$ cat config.mk
export PLATFORM = sky130hd
export DESIGN_NAME = systolic_skew_feeder
export DESIGN_NICKNAME = d
export VERILOG_FILES = /design/src/rtl/systolic_skew_feeder_pkg.sv /design/src/rtl/systolic_skew_feeder_lane_delay_line.sv /design/src/rtl/systolic_skew_feeder.sv
export SDC_FILE = /design/constraint.sdc
export NUM_CORES = 1
export LEC_CHECK = 0
export ABC_AREA = 1
export CORE_AREA = 2 2 113 104
export CTS_CLUSTER_DIAMETER = 120
export CTS_CLUSTER_SIZE = 30
export DETAILED_ROUTE_END_ITERATION = 12
export DIE_AREA = 0 0 115 106
export PLACE_DENSITY = 0.86
export SETUP_SLACK_MARGIN = 0.2
export SLEW_MARGIN = 20
export SYNTH_ARGS = -nofsm -noshare
export SYNTH_HDL_FRONTEND = slang
export SYNTH_SLANG_ARGS = --single-unit
$ cat constraint.sdc
create_clock -name clk -period 2.5 [get_ports clk]
set_clock_uncertainty 0.05 [all_clocks]
set_input_delay 0.625 -clock clk [delete_from_list [all_inputs] [get_ports clk]]
set_output_delay 0.625 -clock clk [all_outputs]
set_load 0.05 [all_outputs]
$ cat src/rtl/systolic_skew_feeder_pkg.sv
// Shared types and defaults for the systolic skew feeder.
// Holds the controller state encoding, default sizing and a lane-slice helper.
package feeder_pkg;

    typedef enum logic [1:0] {
        IDLE    = 2'd0,
        STREAM  = 2'd1,
        DRAIN   = 2'd2,
        DONE_ST = 2'd3
    } feeder_state_t;

    localparam int DEF_PE_DATA_WIDTH = 16;
    localparam int DEF_DEPTH         = 4;
    localparam int DEF_COUNT_WIDTH   = 5;

    // Bit offset of a lane inside a packed multi-lane bus.
    function automatic int lane_lsb(input int lane, input int width);
        return lane * width;
    endfunction

endpackage

$ cat src/rtl/systolic_skew_feeder_lane_delay_line.sv
// Per-lane delay line: a STAGES-deep shift register carrying a data word and
// its valid bit. STAGES = 0 degenerates to a wire. any_valid_o reports whether
// any internal stage still holds a valid word, so the owner can tell when the
// line has drained.
module lane_delay_line #(
    parameter int WIDTH  = 16,
    parameter int STAGES = 0
) (
    input  logic             clk,
    input  logic             reset,
    input  logic [WIDTH-1:0] data_i,
    input  logic             valid_i,
    output logic [WIDTH-1:0] data_o,
    output logic             valid_o,
    output logic             any_valid_o
);

    if (STAGES == 0) begin : g_pass
        logic unused_pass;
        assign unused_pass = ^{clk, reset};
        assign data_o      = data_i;
        assign valid_o     = valid_i;
        assign any_valid_o = 1'b0;
    end else begin : g_shift
        logic [WIDTH-1:0]  data_q [STAGES];
        logic [STAGES-1:0] valid_q;

        // Shift data and valid one stage per clock; reset empties the whole line.
        always_ff @(posedge clk) begin
            if (reset) begin
                for (int s = 0; s < STAGES; s++) begin
                    data_q[s]  <= '0;
                    valid_q[s] <= 1'b0;
                end
            end else begin
                data_q[0]  <= data_i;
                valid_q[0] <= valid_i;
                for (int s = 1; s < STAGES; s++) begin
                    data_q[s]  <= data_q[s-1];
                    valid_q[s] <= valid_q[s-1];
                end
            end
        end

        assign data_o      = data_q[STAGES-1];
        assign valid_o     = valid_q[STAGES-1];
        assign any_valid_o = |valid_q;
    end

endmodule

$ cat src/rtl/systolic_skew_feeder.sv
// Systolic skew feeder: captures one DEPTH-lane block per accepted in_valid
// into a common stage-0 register, then delays lane i by i further cycles so
// the PE array sees a diagonal wavefront. Bubbles carry zero data. A small
// controller counts blocks and turns the loader's done into a done that only
// fires once every accepted word has left the pipeline.
module systolic_skew_feeder
    import feeder_pkg::*;
#(
    parameter int PE_DATA_WIDTH = DEF_PE_DATA_WIDTH,
    parameter int DEPTH         = DEF_DEPTH,
    parameter int COUNT_WIDTH   = DEF_COUNT_WIDTH
) (
    input  logic                             clk,
    input  logic                             reset,
    input  logic [PE_DATA_WIDTH*DEPTH-1:0]   in_data,
    input  logic                             in_valid,
    input  logic                             in_done,
    output logic [PE_DATA_WIDTH*DEPTH-1:0]   out_data,
    output logic [DEPTH-1:0]                 out_valid,
    output logic [COUNT_WIDTH-1:0]           block_count,
    output logic                             busy,
    output logic                             done
);

    feeder_state_t                   state_q, state_d;
    logic                            busy_q, done_q;
    logic [COUNT_WIDTH-1:0]          count_q;
    logic [PE_DATA_WIDTH*DEPTH-1:0]  s0_data_q;
    logic [DEPTH-1:0]                s0_valid_q;
    logic [PE_DATA_WIDTH*DEPTH-1:0]  lane_data;
    logic [DEPTH-1:0]                lane_valid;
    logic [DEPTH-1:0]                lane_any;
    logic                            accept;
    logic                            pipe_busy;

    // Blocks are only taken while a job is open; DRAIN and DONE_ST ignore in_valid.
    assign accept    = in_valid && ((state_q == IDLE) || (state_q == STREAM));
    assign pipe_busy = (|s0_valid_q) || (|lane_any);

    // Common stage-0 capture: an accepted block, otherwise a zero bubble.
    always_ff @(posedge clk) begin
        if (reset) begin
            s0_data_q  <= '0;
            s0_valid_q <= '0;
        end else if (accept) begin
            s0_data_q  <= in_data;
            s0_valid_q <= '1;
        end else begin
            s0_data_q  <= '0;
            s0_valid_q <= '0;
        end
    end

    for (genvar i = 0; i < DEPTH; i++) begin : g_lane
        lane_delay_line #(
            .WIDTH  (PE_DATA_WIDTH),
            .STAGES (i)
        ) u_delay (
            .clk         (clk),
            .reset       (reset),
            .data_i      (s0_data_q[lane_lsb(i, PE_DATA_WIDTH) +: PE_DATA_WIDTH]),
            .valid_i     (s0_valid_q[i]),
            .data_o      (lane_data[lane_lsb(i, PE_DATA_WIDTH) +: PE_DATA_WIDTH]),
            .valid_o     (lane_valid[i]),
            .any_valid_o (lane_any[i])
        );

        assign out_data[lane_lsb(i, PE_DATA_WIDTH) +: PE_DATA_WIDTH] =
            lane_valid[i] ? lane_data[lane_lsb(i, PE_DATA_WIDTH) +: PE_DATA_WIDTH]
                          : '0;
    end

    assign out_valid = lane_valid;

    // Next-state logic; a done arriving with a block still captures that block first.
    always_comb begin
        state_d = state_q;
        case (state_q)
            IDLE: begin
                if (in_done) begin
                    state_d = DRAIN;
                end else if (in_valid) begin
                    state_d = STREAM;
                end
            end
            STREAM: begin
                if (in_done) begin
                    state_d = DRAIN;
                end
            end
            DRAIN: begin
                if (!pipe_busy) begin
                    state_d = DONE_ST;
                end
            end
            DONE_ST: state_d = IDLE;
            default: state_d = IDLE;
        endcase
    end

    // State register with registered busy/done and the per-job block counter.
    always_ff @(posedge clk) begin
        if (reset) begin
            state_q <= IDLE;
            busy_q  <= 1'b0;
            done_q  <= 1'b0;
            count_q <= '0;
        end else begin
            state_q <= state_d;
            busy_q  <= (state_d == STREAM) || (state_d == DRAIN);
            done_q  <= (state_d == DONE_ST);
            if (state_q == DONE_ST) begin
                count_q <= '0;
            end else if (accept) begin
                count_q <= count_q + 1'b1;
            end
        end
    end

    assign block_count = count_q;
    assign busy        = busy_q;
    assign done        = done_q;

endmodule

Yosys cells after proc, flatten, opt, wreduce, memory -nomap -nowiden
Memories as Yosys holds them, arrays and structs flattened.
Index checks and enable logic that the tools add are counted.
{ "word_totals": {"wordCells": 55, "memories": 3, "out_inout_bits": 75, "reg_bits": 83, "inputBits": 68, "ram_bits": 96} }
{ "op_classes": {"n_reduce_logical": 10, "muxes": 20, "bitwise": 6, "n_addsub": 1, "eq_ne": 6} }
{ "memory_table": {"columns": ["memory", "words", "width", "rd", "rd_ports_with_merged_regs", "wr", "line_no", "text"], "rows": [
  ["g_lane[3].u_delay.g_shift.data_q", 3, 16, 3, 0, 3, "systolic_skew_feeder_lane_delay_line.sv:25", "logic [WIDTH-1:0] data_q [STAGES];"],
  ["g_lane[2].u_delay.g_shift.data_q", 2, 16, 2, 0, 2, "systolic_skew_feeder_lane_delay_line.sv:25", null],
  ["g_lane[1].u_delay.g_shift.data_q", 1, 16, 1, 0, 1, "systolic_skew_feeder_lane_delay_line.sv:25", null]
]} }
{ "op_table": {"columns": ["op", "count"], "rows": [
  ["$mux W16", 10],
  ["$reduce_or A16 Y1", 1],
  ["$eq A2 B2 Y1 const B", 4],
  ["$mux W2", 4],
  ["$pmux W2 S4", 1],
  ["$reduce_or A6 Y1", 1],
  ["$add A5 B1 Y5 const B", 1],
  ["$or A1 B1 Y1", 5],
  ["$eq A2 B1 Y1 const B", 2],
  ["$mux W1", 4],
  ["$mux W4", 1],
  ["$reduce_or A2 Y1", 2],
  ["$reduce_or A4 Y1", 1],
  ["$logic_or A1 B1 Y1", 3],
  ["$logic_not A2 Y1", 1],
  ["$logic_and A1 B1 Y1", 1],
  ["$not A1 Y1", 1]
]} }

Depth between registers and ports, before layout
{ "depth": {"word_depth": 6, "mapped_depth": 9, "ltp_nobuf": 8} }

Cells and area by module
Synthesis repeated with hierarchy kept, for this count alone.
{ "unflattened": {"hier_cells": 764, "hier_area_um2": 6159.7} }
{ "modules_own_cells": {"columns": ["mod", "instances", "area_each_um2", "cells_per_inst"], "rows": [
  ["systolic_skew_feeder", 1, 2806.4, 390],
  ["lane_delay_line (g_lane[3].u_delay)", 1, 1599.0, 177],
  ["lane_delay_line (g_lane[2].u_delay)", 1, 1113.6, 124],
  ["lane_delay_line (g_lane[1].u_delay)", 1, 501.7, 54],
  ["lane_delay_line (g_lane[0].u_delay)", 1, 138.9, 19]
]} }

Worst setup path before layout
OpenSTA, ideal clock, no wires.
{ "synth_timing": {"kind": "reg-to-output", "start": "register g_lane[3].u_delay.g_shift.valid_q[2]", "end": "output port out_data[53]", "arrival_time_ns": 1.101, "path_buffers": 2, "required_time_ns": 1.825, "setup_slack_ns": 0.724, "stages_incl_launch_ff": 5, "path_cell_list": "dfxtp_1 > clkbuf_1 > buf_2 > nand2_1 > inv_1"} }
{ "synth_via": {"elab_chain_len": 1} }
{ "synth_rtl": {"columns": ["element", "line_no", "text"], "rows": [
  ["from (decl)", "systolic_skew_feeder_lane_delay_line.sv:26", "logic [STAGES-1:0] valid_q;"],
  ["from (signal, indexed assignment)", "systolic_skew_feeder_lane_delay_line.sv:40", "valid_q[s] <= valid_q[s-1];"],
  ["$mux W16", "systolic_skew_feeder.sv:69", "lane_valid[i] ? lane_data[lane_lsb(i, PE_DATA_WIDTH) +: PE_DATA_WIDTH]"],
  ["to (decl)", "systolic_skew_feeder.sv:18", "output logic [PE_DATA_WIDTH*DEPTH-1:0] out_data,"]
]} }
Every way passes these cells.

Worst setup path in the final report
{ "layout_timing": {"start": "register busy_q, in the netlist busy", "end": "output port busy"} }
{ "layout_lines": {"columns": ["element", "line_no", "text"], "rows": [
  ["from (decl)", "systolic_skew_feeder.sv:26", "logic busy_q, done_q;"],
  ["from (signal assigned)", "systolic_skew_feeder.sv:110", "busy_q <= (state_d == STREAM) || (state_d == DRAIN);"],
  ["to (decl)", "systolic_skew_feeder.sv:21", "output logic busy,"]
]} }
No word-level cell between the ends.

==> metrics <==
Layout area overhead 35.4%; Post-DP HPWL about 6.9 mm; worst hold path type register to register; Nets 909; ANT cells 0; Mapped Avg Cell Area between 7 and 8 sq um; combinational share of power 0.062; fin crit share 0.886; fmax 452 MHz; Fin Setup TNS 0 ns; H-Tree Depth 4; GPL Wtd Cong 0.742; remaining global-route overflow 0; synth unique cells 22; CTS tree yes; hold buffers post-CTS 0; Via density 4.07; Internal Pwr Total around 4.4 mW; I/O pins approximately 140; Setup crit start kind register; DRT antenna net count 0; Die Y 106 um; Max-slew headroom 0.580; drt pass-1 iters 4; 1st-iter DRT viols 159; Final Hold Viols 0; initial antenna violation count 0; post-layout power 5.75 mW; power share of the clock group 0.439; syn_nets 775; Finish-stage setup viols 0; Worst path max stage delay 0.81 ns; crit-path leading delay family buffers and inverters; Total Routing Usage GR 0.173; port bufs between 100 and 150; via count 4022; first-pass GRT wire length 16.5 mm; DIE AREA 12200 sq um; status completed; pin slew with the least headroom to its limit 0.630 ns; Critical-path top delay cell clkdlybuf4s50_1; Slew Viols, Final 0; cts bufs inserted 17; clock latency on the worst-skew pair 0.40 ns; CP arrival 1.54 ns; Reg power frac 0.499; crit-path cells clkdlybuf4s50_1; CTS sink count 173; WS Path Type register to primary output; synth warn 0; switching share of power 0.232; Worst Setup Slack, final 0.286 ns; PD cells 755 nW/um^2; initial core utilization 0.506; DR WL/cell 10.1 um; clock slew at reported path FFs 0.07 ns; worst-path fanout max 1; CP endpoint kind primary output; Post-Syn Instances just over 700; DRC errors left 0; Sw Pwr 1.34 mW; total core area 11100 sq um; Tmin final 2.21 ns; flops & latches, synth 173; vias in the first global route 3799; Mapped Area approximately 5600 sq um; max_cap viols 0; WP buf/inv 1; die width between 100 and 150 um; final wirelength between 9 and 10 mm; Std-Cell Rows 37; largest net degree at the start of global routing 85; unrepaired setup endpoints after global routing false; layout cells sized above 1 0.128; maximum VDD drop 0.554 mV; postcts setup bufs 0; Seq/Total Area, Yosys 0.616; Pleak approximately 4.0 nW; CTS root buf clkbuf_16; WP data required 1.82 ns; CTS max path bufs 2; pre-CTS setup slack 0.386 ns
## cell families (layout without fill, tap and decap cells)
| kind of cell | Yosys count | in the layout | synth area share |
|---|---|---|---|
| flops | 173 | 173 | 0.616 |
| fa+ha+maj | 2 | 2 | 0.00445 |
| compound gates | 7 | 7 | 0.00712 |
| buf+inv | 267 | 414 | 0.196 |
| simple gates | 255 | 255 | 0.175 |
| xor+xnor | 1 | 1 | 0.00156 |
## placed cells by master (no fill, tap or decap), types with 2 or more instances in the layout
master / synthesis / layout
a21oi_1: 4 / 4
buf_12: 0 / 15
buf_4: 12 / 56
clkbuf_16: 0 / 17
clkdlybuf4s50_1: 0 / 68
clkinv_2: 0 / 2
clkinvlp_4: 0 / 3
dfxtp_1: 173 / 171
dfxtp_2: 0 / 2
dlygate4sd2_1: 0 / 4
ha_1: 2 / 2
inv_1: 236 / 236
inv_6: 0 / 4
inv_8: 0 / 4
nand2_1: 73 / 73
nand3_1: 3 / 3
nand4_1: 2 / 2
nor2_1: 173 / 173
## state kept, by name, summed over array words and instances, names as in the netlist
name and count:
s0_valid_q 1, block_count 5, s0_data_q 64, g_lane.u_delay.g_shift.data_q 96
done 1, state_q 2, g_lane.u_delay.g_shift.valid_q 3, busy 1
## worst paths after layout
check | from | endpoint | slack (ns) | depth (start not counted)
hold / removal | s0_data_q[50] | g_lane[3].u_delay.g_shift.data_q[0][2] | 0.34 | 2
setup reg to reg | g_lane[3].u_delay.g_shift.valid_q[2] | busy | 0.93 | 8
setup / recovery | busy | busy | 0.29 | 1
hold reg to reg | s0_data_q[50] | g_lane[3].u_delay.g_shift.data_q[0][2] | 0.34 | 2
## cells in the mapped netlist
| cell | instances | share of area |
|---|---|---|
| inv_1 | 236 | 0.16 |
| dfxtp_1 | 173 | 0.62 |
| nor2_1 | 173 | 0.12 |
| nand2_1 | 73 | 0.049 |
| buf_4 | 12 | 0.016 |
| buf_2 | 6 | 0.0053 |
| buf_6 | 6 | 0.012 |
| clkbuf_1 | 5 | 0.0033 |
| a21oi_1 | 4 | 0.0036 |
| nand3_1 | 3 | 0.0027 |
| ha_1 | 2 | 0.0044 |
| nand4_1 | 2 | 0.0022 |
| inv_2 | 1 | 0.00067 |
| inv_4 | 1 | 0.0011 |
| nand2_4 | 1 | 0.0020 |
| nor2_4 | 1 | 0.0020 |
| nor3_1 | 1 | 0.00089 |
| nor3b_1 | 1 | 0.0013 |
| o211ai_1 | 1 | 0.0013 |
| o21ai_0 | 1 | 0.00089 |
| o21bai_1 | 1 | 0.0013 |
| xor2_1 | 1 | 0.0016 |
## stage by stage
| step | instance area, sq um | util | cells | hold WS, ns |
|---|---|---|---|---|
| floorplan | 5630 | - | 705 | 0.338 |
| CTS | 7610 | 0.685 | 988 | 0.347 |
| finish | 7620 | 0.686 | 988 | 0.345 |
| detailed placement | 7040 | 0.634 | 956 | 0.342 |
| global placement | 7040 | 0.634 | 956 | 0.339 |
| global route | 7620 | 0.686 | 988 | 0.361 |
## worst register-to-register path, stage by stage, from the launching register on
cell,delay [ns]
dfxtp_1,0.68
nor2_1,0.09
nand4_1,0.10
nand2_1,0.05
nand2_1,0.07
inv_1,0.04
ha_1,0.27
inv_1,0.06
nor2_1,0.04
## power groups by stage
stage / Clock [mW] / Sequential [mW] / Combinational (mW)
floorplan: 0 / 2.95 / 0.183
global placement: 0 / 2.93 / 0.348
detailed placement: 0 / 2.93 / 0.359
CTS: 2.59 / 2.87 / 0.359
global route: 2.73 / 2.88 / 0.392
finish: 2.53 / 2.87 / 0.354
## timing repair
action | CTS | global route
setup endpoints to repair | 4 | 22
resized for setup | 4 | 3
hold endpoints to repair | 0 | 0
gates cloned | 0 | 0
pin swaps | 0 | 0
## routing by layer
metal  wire length (um)  vias to the layer above  global-route usage
li1                   -                     2156                   -
met1               4030                     1757               0.187
met2               5060                      103               0.307
met3                752                        6              0.0690
met4                101                        0              0.0585
met5                  0                        -                   0
## area by class of cell
type | instances | area [sq um]
Clock buffer | 17 | 425
Clock inverter | 15 | 151
Fill cell | 834 | 3490
Inverter | 238 | 896
Multi-Input combinational cell | 265 | 1060
Sequential cell | 173 | 3470
Tap cell | 136 | 170
Timing Repair Buffer | 144 | 1450
Power figures use the tool's default switching activity.
